File: src/rtl/fpu_ctrl.sv
`default_nettype none
// +--------------------------------------------------------------------------+
// | fpu_ctrl                                                                  |
// | Sequences one FPU operation: operand latch, unit start strobe, fixed      |
// | latency wait, result capture behind a valid/ready output handshake.       |
// | Revision: 1.0                                                             |
// +--------------------------------------------------------------------------+
module fpu_ctrl #(
   parameter int ADD_LAT = 2,
   parameter int MUL_LAT = 3,
   parameter int DIV_LAT = 8
) (
   input  logic        clk,
   input  logic        rst,
   input  logic        in_valid,
   output logic        in_ready,
   input  logic [1:0]  in_op,
   input  logic [31:0] in_a,
   input  logic [31:0] in_b,
   output logic [31:0] op_a,
   output logic [31:0] op_b,
   output logic [1:0]  op_code,
   output logic        add_start,
   output logic        mul_start,
   output logic        div_start,
   input  logic [31:0] mux_result,
   input  logic        mux_error,
   input  logic        mux_overflow,
   input  logic        mux_underflow,
   output logic        out_valid,
   input  logic        out_ready,
   output logic [31:0] out_result,
   output logic        out_error,
   output logic        out_overflow,
   output logic        out_underflow,
   output logic        sticky_err,
   output logic        sticky_ovf,
   output logic        sticky_udf,
   input  logic        clr_sticky,
   output logic        busy
);

   typedef enum logic [1:0] {
      S_IDLE  = 2'd0,
      S_START = 2'd1,
      S_WAIT  = 2'd2,
      S_DONE  = 2'd3
   } state_t;

   localparam logic [3:0] C_ADD_CNT = 4'(ADD_LAT - 1);
   localparam logic [3:0] C_MUL_CNT = 4'(MUL_LAT - 1);
   localparam logic [3:0] C_DIV_CNT = 4'(DIV_LAT - 1);

   state_t      r_state;
   state_t      w_next;
   logic [3:0]  r_cnt;
   logic [3:0]  w_cnt_next;
   logic        w_accept;
   logic        w_capture;

   logic [31:0] r_op_a;
   logic [31:0] r_op_b;
   logic [1:0]  r_op_code;
   logic [31:0] r_out_result;
   logic        r_out_error;
   logic        r_out_overflow;
   logic        r_out_underflow;
   logic        r_sticky_err;
   logic        r_sticky_ovf;
   logic        r_sticky_udf;

   assign w_accept  = (r_state == S_IDLE) && in_valid;
   assign w_capture = (r_state == S_WAIT) && (r_cnt == 4'd0);

   always_comb begin
      w_next     = r_state;
      w_cnt_next = r_cnt;
      case (r_state)
         S_IDLE: begin
            if (in_valid) w_next = S_START;
         end
         S_START: begin
            unique case (r_op_code)
               2'b10:   w_cnt_next = C_MUL_CNT;
               2'b11:   w_cnt_next = C_DIV_CNT;
               default: w_cnt_next = C_ADD_CNT;
            endcase
            w_next = S_WAIT;
         end
         S_WAIT: begin
            if (r_cnt == 4'd0) w_next = S_DONE;
            else               w_cnt_next = r_cnt - 4'd1;
         end
         S_DONE: begin
            if (out_ready) w_next = S_IDLE;
         end
         default: w_next = S_IDLE;
      endcase
   end

   always_ff @(posedge clk) begin
      if (rst) begin
         r_state         <= S_IDLE;
         r_cnt           <= 4'd0;
         r_op_a          <= 32'd0;
         r_op_b          <= 32'd0;
         r_op_code       <= 2'd0;
         r_out_result    <= 32'd0;
         r_out_error     <= 1'b0;
         r_out_overflow  <= 1'b0;
         r_out_underflow <= 1'b0;
         r_sticky_err    <= 1'b0;
         r_sticky_ovf    <= 1'b0;
         r_sticky_udf    <= 1'b0;
      end else begin
         r_state <= w_next;
         r_cnt   <= w_cnt_next;
         if (w_accept) begin
            r_op_a    <= in_a;
            r_op_b    <= in_b;
            r_op_code <= in_op;
         end
         if (w_capture) begin
            r_out_result    <= mux_result;
            r_out_error     <= mux_error;
            r_out_overflow  <= mux_overflow;
            r_out_underflow <= mux_underflow;
         end
         // A capture on the same edge as a clear must leave the new flags set.
         r_sticky_err <= (r_sticky_err & ~clr_sticky) | (w_capture & mux_error);
         r_sticky_ovf <= (r_sticky_ovf & ~clr_sticky) | (w_capture & mux_overflow);
         r_sticky_udf <= (r_sticky_udf & ~clr_sticky) | (w_capture & mux_underflow);
      end
   end

   // in_ready is held low while rst is asserted so every output reads 0 in reset.
   assign in_ready      = (r_state == S_IDLE) && !rst;
   assign busy          = (r_state != S_IDLE);
   assign out_valid     = (r_state == S_DONE);
   assign add_start     = (r_state == S_START) && !r_op_code[1];
   assign mul_start     = (r_state == S_START) && (r_op_code == 2'b10);
   assign div_start     = (r_state == S_START) && (r_op_code == 2'b11);
   assign op_a          = r_op_a;
   assign op_b          = r_op_b;
   assign op_code       = r_op_code;
   assign out_result    = r_out_result;
   assign out_error     = r_out_error;
   assign out_overflow  = r_out_overflow;
   assign out_underflow = r_out_underflow;
   assign sticky_err    = r_sticky_err;
   assign sticky_ovf    = r_sticky_ovf;
   assign sticky_udf    = r_sticky_udf;

endmodule
`default_nettype wire
File: config.mk
export PLATFORM = sky130hd
export DESIGN_NAME = fpu_ctrl
export DESIGN_NICKNAME = d
export VERILOG_FILES = /design/src/rtl/fpu_ctrl.sv
export SDC_FILE = /design/constraint.sdc
export NUM_CORES = 1
export LEC_CHECK = 0
export BUFFER_PORTS_ARGS = -buffer_cell sky130_fd_sc_hd__buf_2
export CAP_MARGIN = 20
export CORE_MARGIN = 5
export CORE_UTILIZATION = 44
export CTS_CLUSTER_DIAMETER = 100
export DETAILED_ROUTE_END_ITERATION = 10
export PLACE_DENSITY = 0.8
export SYNTH_ARGS = -nofsm -noshare
export SYNTH_HDL_FRONTEND = slang
export SYNTH_SLANG_ARGS = --single-unit
File: constraint.sdc
create_clock -name clk -period 1.71 [get_ports clk]
set_input_delay 0.342 -clock clk [delete_from_list [all_inputs] [get_ports clk]]
set_output_delay 0.342 -clock clk [all_outputs]
set_load 0.02 [all_outputs]
## Word-level counts from Yosys, hierarchy flattened

Index checks and enable logic that the tools add are counted.

| operators by class | value |
|---|---|
| $add $sub $neg | 1 |
| eq/ne operators | 9 |
| reductions and logical operators | 14 |
| bitwise logic cells | 10 |
| multiplexer cells | 7 |

Operator list:

| kind | number |
|---|---|
| 2-bit equality test, second input constant | 4 |
| 2-bit one-hot mux with 4 select lines | 1 |
| 4-bit one-hot mux with 2 select lines | 1 |
| 1-bit AND | 6 |
| 1-bit logical AND | 6 |
| 2-bit two-way mux | 3 |
| 3-bit one-hot mux with 2 select lines | 1 |
| 4-bit logical NOT | 1 |
| 4-bit two-way mux | 1 |
| 2-bit by 1-bit inequality test with 1-bit output, second input constant | 2 |
| 2-bit inequality test, second input constant | 2 |
| 2-bit nonzero test | 2 |
| 4-bit by 1-bit subtractor with 4-bit output, second input constant | 1 |
| 1-bit OR | 3 |
| 3-bit AND reduction | 1 |
| 2-bit by 1-bit equality test with 1-bit output, second input constant | 1 |
| 1-bit logical NOT | 2 |
| 2-bit logical NOT | 1 |
| 2-bit AND reduction | 1 |
| 1-bit NOT | 1 |

| storage, ports and cells | value |
|---|---|
| word-level logic and storage cells | 53 |
| input bits | 106 |
| output and inout bits | 110 |
| flip-flop bits (word level) | 110 |

## Longest topological paths before layout

| depth | value |
|---|---|
| depth in word-level cells | 4 |
| gate-level depth with buffers | 7 |
| mapped depth without buffers | 5 |

## Worst setup path after synthesis

OpenSTA, ideal clock, no wires.

| path | value |
|---|---|
| path kind | register to register |
| from | reg r_cnt[0] |
| to | reg r_state[0] |
| period minus slack after synthesis | 1,538 ps |
| path slack | 172 ps |
| library setup time | 79 ps |
| data required time | 1,631 ps |
| data arrival time | 1,459 ps |
| stages on the path, launching flop included | 6 |
| path buffers | 0 |
| cells stage by stage | dfxtp_1 -> inv_1 -> ha_1 -> or3b_1 -> a211o_1 -> a211oi_2 |

| between the ends | value |
|---|---|
| longest elaborated chain between the ends | 3 |

Ends and longest elaborated chain:

| what | line | RTL |
|---|---|---|
| from (decl) | 56 | `logic [3:0] r_cnt;` |
| from (signal assigned) | 117 | `r_cnt <= w_cnt_next;` |
| 4-bit logical NOT | 91 | `if (r_cnt == 4'd0) w_next = S_DONE;` |
| 2-bit by 1-bit inequality test with 1-bit output (no line) | n/a |  |
| 3-bit AND reduction (no line) | n/a |  |
| to (signal assigned) | 116 | `r_state <= w_next;` |
| to (decl) | 54 | `state_t r_state;` |

Every way passes these cells.
A chain may end at the register's enable or synchronous reset.

## Worst setup path after layout

| path | value |
|---|---|
| from | reg r_cnt[1] |
| to | reg r_state[0] |

The elaborated chain is that of the path after synthesis.

==> key figures <==
Global route
  – First-pass GRT wire length: 18.4 mm
  – Initial antenna violation count: 0
  – Total grt overflow: 0
  – Vias in the first global route: 3,981
  – Global-route usage over all layers: 19.8%
  – Largest net degree at the start of global routing: between 60 and 70

Clock network
  – Sink Count: 110
  – TritonCTS buffer count: 9
  – H-tree depth: 3
  – Reg clk slew, reported paths: 0.11 ns
  – Setup bufs post-CTS: 0
  – Clock buffer depth: 2
  – Root buf cell: clkbuf_8
  – Worst-Skew Late Latency: 0.35 ns
  – CTS tree: built

Setup path
  – Worst r2r src: r_cnt[1]$_SDFFE_PP0P_
  – Worst endpoint required time: 1.98 ns
  – FF-to-FF path depth: 5
  – Setup CP Type: flop to flop
  – Critical Path AT: approximately 1.9 ns
  – Worst reg-to-reg setup slack: 0.06 ns
  – Crit-path slowest cell: or3b_4
  – Crit Path Max Fanout: 4
  – Reg2Reg Capture Point: r_state[0]$_SDFFE_PP0P_
  – Startpoint types: flop
  – CP max stage delay: about 0.4 ns
  – Worst path cell trace: inv_1 > ha_2 > or3b_4 > a211o_1 > a211oi_2
  – Critical path capture point type: flop

Cells and area
  – Final Cell Area: between 0.005 and 0.006 mm2
  – Area of the multi-input gates: between 0.0015 and 0.002 mm2
  – Share of the core filled with cells: 62.0%
  – Share of layout cells above drive strength 1: roughly 36%
  – ANT cells: 0
  – Post-Layout Cell Count: 819
  – P&R area growth vs syn: 36.7%
  – Fillers: 782
  – FF+latch area: roughly 0.0022 mm2
  – Nets: 819

Worst hold path
  – Worst Hold End: op_a[9]$_SDFFE_PP0P_
  – Worst min-delay path class: input port to flop
  – Hold Path Cell Cnt: 3
  – Hold path startpoint: in_a[9]

STA
  – Tightest Pin Transition: 0.451 ns
  – Worst clock skew: approximately 0.012 ns
  – Period utilization: between 90 and 100%
  – Final Critical Period: 1.65 ns
  – Setup violations, final: 0
  – Slew margin rel.: 69.9%
  – RSZ-0062 raised after global routing: false
  – Slew Limit Fails: 0
  – Final Hold Fails: 0
  – Max Fclk: 605 MHz

Yosys
  – Syn. warnings: 0
  – Syn_area_per_cell: around 7.9 um2
  – Synth cell types: 27
  – Largest family of logic cells by synthesized area: simple AND/OR/NAND/NOR gates
  – Post-Synth Adder-Cell Area: 2.19%
  – Simple-gate share of the synthesized area: 22.9%
  – Mux cell area share after synthesis: 0.250%
  – Synth Register Bits: 110
  – Sequential share of the synthesized area: 55.1%
  – Post-synthesis compound-gate area fraction: 15.4%
  – Post-synthesis cell area: 0.00400 mm2
  – Mapped Nets: 617
  – Synth Instances: approximately 500
  – Post-synthesis xor/xnor area fraction: 0.219%

Floorplanning
  – Die width: 105 um
  – Core area: 0.00881 mm2
  – Starting Density: between 40 and 50%
  – Io pins: 216
  – Site row count: 34
  – DIE AREA: about 0.011 mm2
  – Die Y: ~110 um

Detailed routing
  – WL/cell: 14.0 um
  – Remaining DRCs: 0
  – Routed via count: 4,036
  – TritonRoute pass-1 iters: 5
  – Initial DRC count: 180
  – Via density per instance: 4.93
  – Antenna Nets Post-Route: 0
  – Drt total wl: between 10 and 15 mm

Placement
  – Buffers on Ports: between 200 and 250
  – Placed cell count: approximately 800
  – Placer Congestion: ~0.87
  – Dpl cell area: 0.00521 mm2
  – Dpl hpwl: 8.41 mm

Job
  – Max-cap violations: 0

Power
  – Pleak: ~2.5 nW
  – Pwr dens: 1450 mW/mm2
  – Peak VDD IR: 717 uV

Run status
  – Outcome: completed
[metal layers]
layer	GRT usage [%]	vias up	routed length, um
met4	6.94	0	193
met5	0	-	0
met2	35.1	152	5650
li1	-	2029	-
met1	21.3	1838	4460
met3	7.76	17	1140
[report_power, final]
group | leakage [nW] | internal (mW) | switching [mW]
combinational | 1.55 | 1.08 | 1.88
sequential | 0.899 | 3.07 | 0.297
clock | 0.0972 | 0.729 | 0.849
total | 2.55 | 4.88 | 3.03
[Yosys cell counts]
master,count,area share (%)
buf_2,7,0.88
nand3_1,2,0.25
nor4_1,2,0.31
and2_1,1,0.16
or3b_1,1,0.22
o31a_1,1,0.22
a31oi_1,1,0.16
buf_1,3,0.28
nand2b_1,6,0.94
xnor2_1,1,0.22
a21oi_1,108,14
a2111o_1,2,0.56
inv_1,5,0.47
and3_1,1,0.16
nor2b_1,3,0.47
nand2_1,205,19
dfxtp_1,110,55
mux2i_1,1,0.25
a211oi_2,1,0.31
ha_1,7,2.2
nand3b_1,1,0.19
clkbuf_1,25,2.3
a211o_1,1,0.22
nand4bb_1,1,0.28
nor2_1,4,0.38
o21ai_1,3,0.38
and4bb_1,1,0.31
[worst max-delay path, delay by kind of cell (launching register included)]
| family | cells | cell delay (ns) |
|---|---|---|
| flops | 1 | 0.35 |
| simple gates | 1 | 0.40 |
| fa+ha+maj | 1 | 0.20 |
| buf+inv | 1 | 0.10 |
| compound gates | 2 | 0.53 |
[sequential cells by signal, summed over array words and instances (netlist names)]
signal,count
sticky_ovf,1
sticky_err,1
op_b,32
r_state,2
sticky_udf,1
op_a,32
out_error,1
out_overflow,1
out_result,32
r_cnt,4
out_underflow,1
op_code,2
[worst max-delay path by stage]
| stage | start | end | cells past startpoint |
|---|---|---|---|
| after global placement | r_cnt[0]$_SDFFE_PP0P_ | r_state[0]$_SDFFE_PP0P_ | 5 |
| final | r_cnt[1]$_SDFFE_PP0P_ | r_state[0]$_SDFFE_PP0P_ | 5 |
| after detailed placement | r_cnt[0]$_SDFFE_PP0P_ | r_state[0]$_SDFFE_PP0P_ | 5 |
| after global routing | r_state[0]$_SDFFE_PP0P_ | in_ready | 5 |
| after floorplan | r_cnt[0]$_SDFFE_PP0P_ | r_state[0]$_SDFFE_PP0P_ | 5 |
| after CTS | r_state[1]$_SDFFE_PP0P_ | div_start | 4 |
[kinds of logic (layout without fill, tap and decap cells)]
logic type	after synthesis	count (layout)
adder cells (fa/ha/maj)	7	7
AO/OA/AOI/OAI	117	117
multiplexers	1	1
flip-flops	110	110
buffers and inverters	40	247
AND/OR/NAND/NOR	228	228
XOR/XNOR	1	1
[cell usage in the layout, fill, tap and decap left out, types with 3 or more instances in the layout]
| cell | Yosys | routed |
|---|---|---|
| buf_12 | 0 | 4 |
| a21oi_1 | 108 | 108 |
| buf_2 | 7 | 213 |
| clkbuf_8 | 0 | 10 |
| ha_1 | 7 | 4 |
| o21ai_1 | 3 | 3 |
| nor2b_1 | 3 | 3 |
| nor2_1 | 4 | 3 |
| nand2_1 | 205 | 204 |
| buf_4 | 0 | 8 |
| nand2b_1 | 6 | 6 |
| dfxtp_1 | 110 | 108 |
[stage by stage]
step / TNS (ns) / setup slack [ns] / hold WS, ns / power [mW]
2_1_floorplan: 0 / 0.172 / 0.478 / 5.22
3_3_place_gp: 0 / 0.126 / 0.439 / 6.19
3_5_place_dp: 0 / 0.0453 / 0.443 / 6.30
4_1_cts: -0.00631 / -0.00631 / 0.190 / 7.93
5_1_grt: 0 / 0.00406 / 0.192 / 8.38
6_report: 0 / 0.0568 / 0.211 / 7.91
[final cells by class]
type	count	share of cell area (%)
flip-flops and latches	110	40.4
multi-input cells	354	30.8
repair buffers	226	22.3
clock buffers	12	2.66
well taps	108	2.47
clock inverters	4	1.01
inverters	5	0.389
[timing repair]
action,4_1_cts,5_1_grt
endpoints found under the setup margin,5,8
cloned,0,0
pin swaps,0,1
hold buffers,0,0
resized for setup,8,10
No activity file was read; power rests on OpenSTA's default activity.
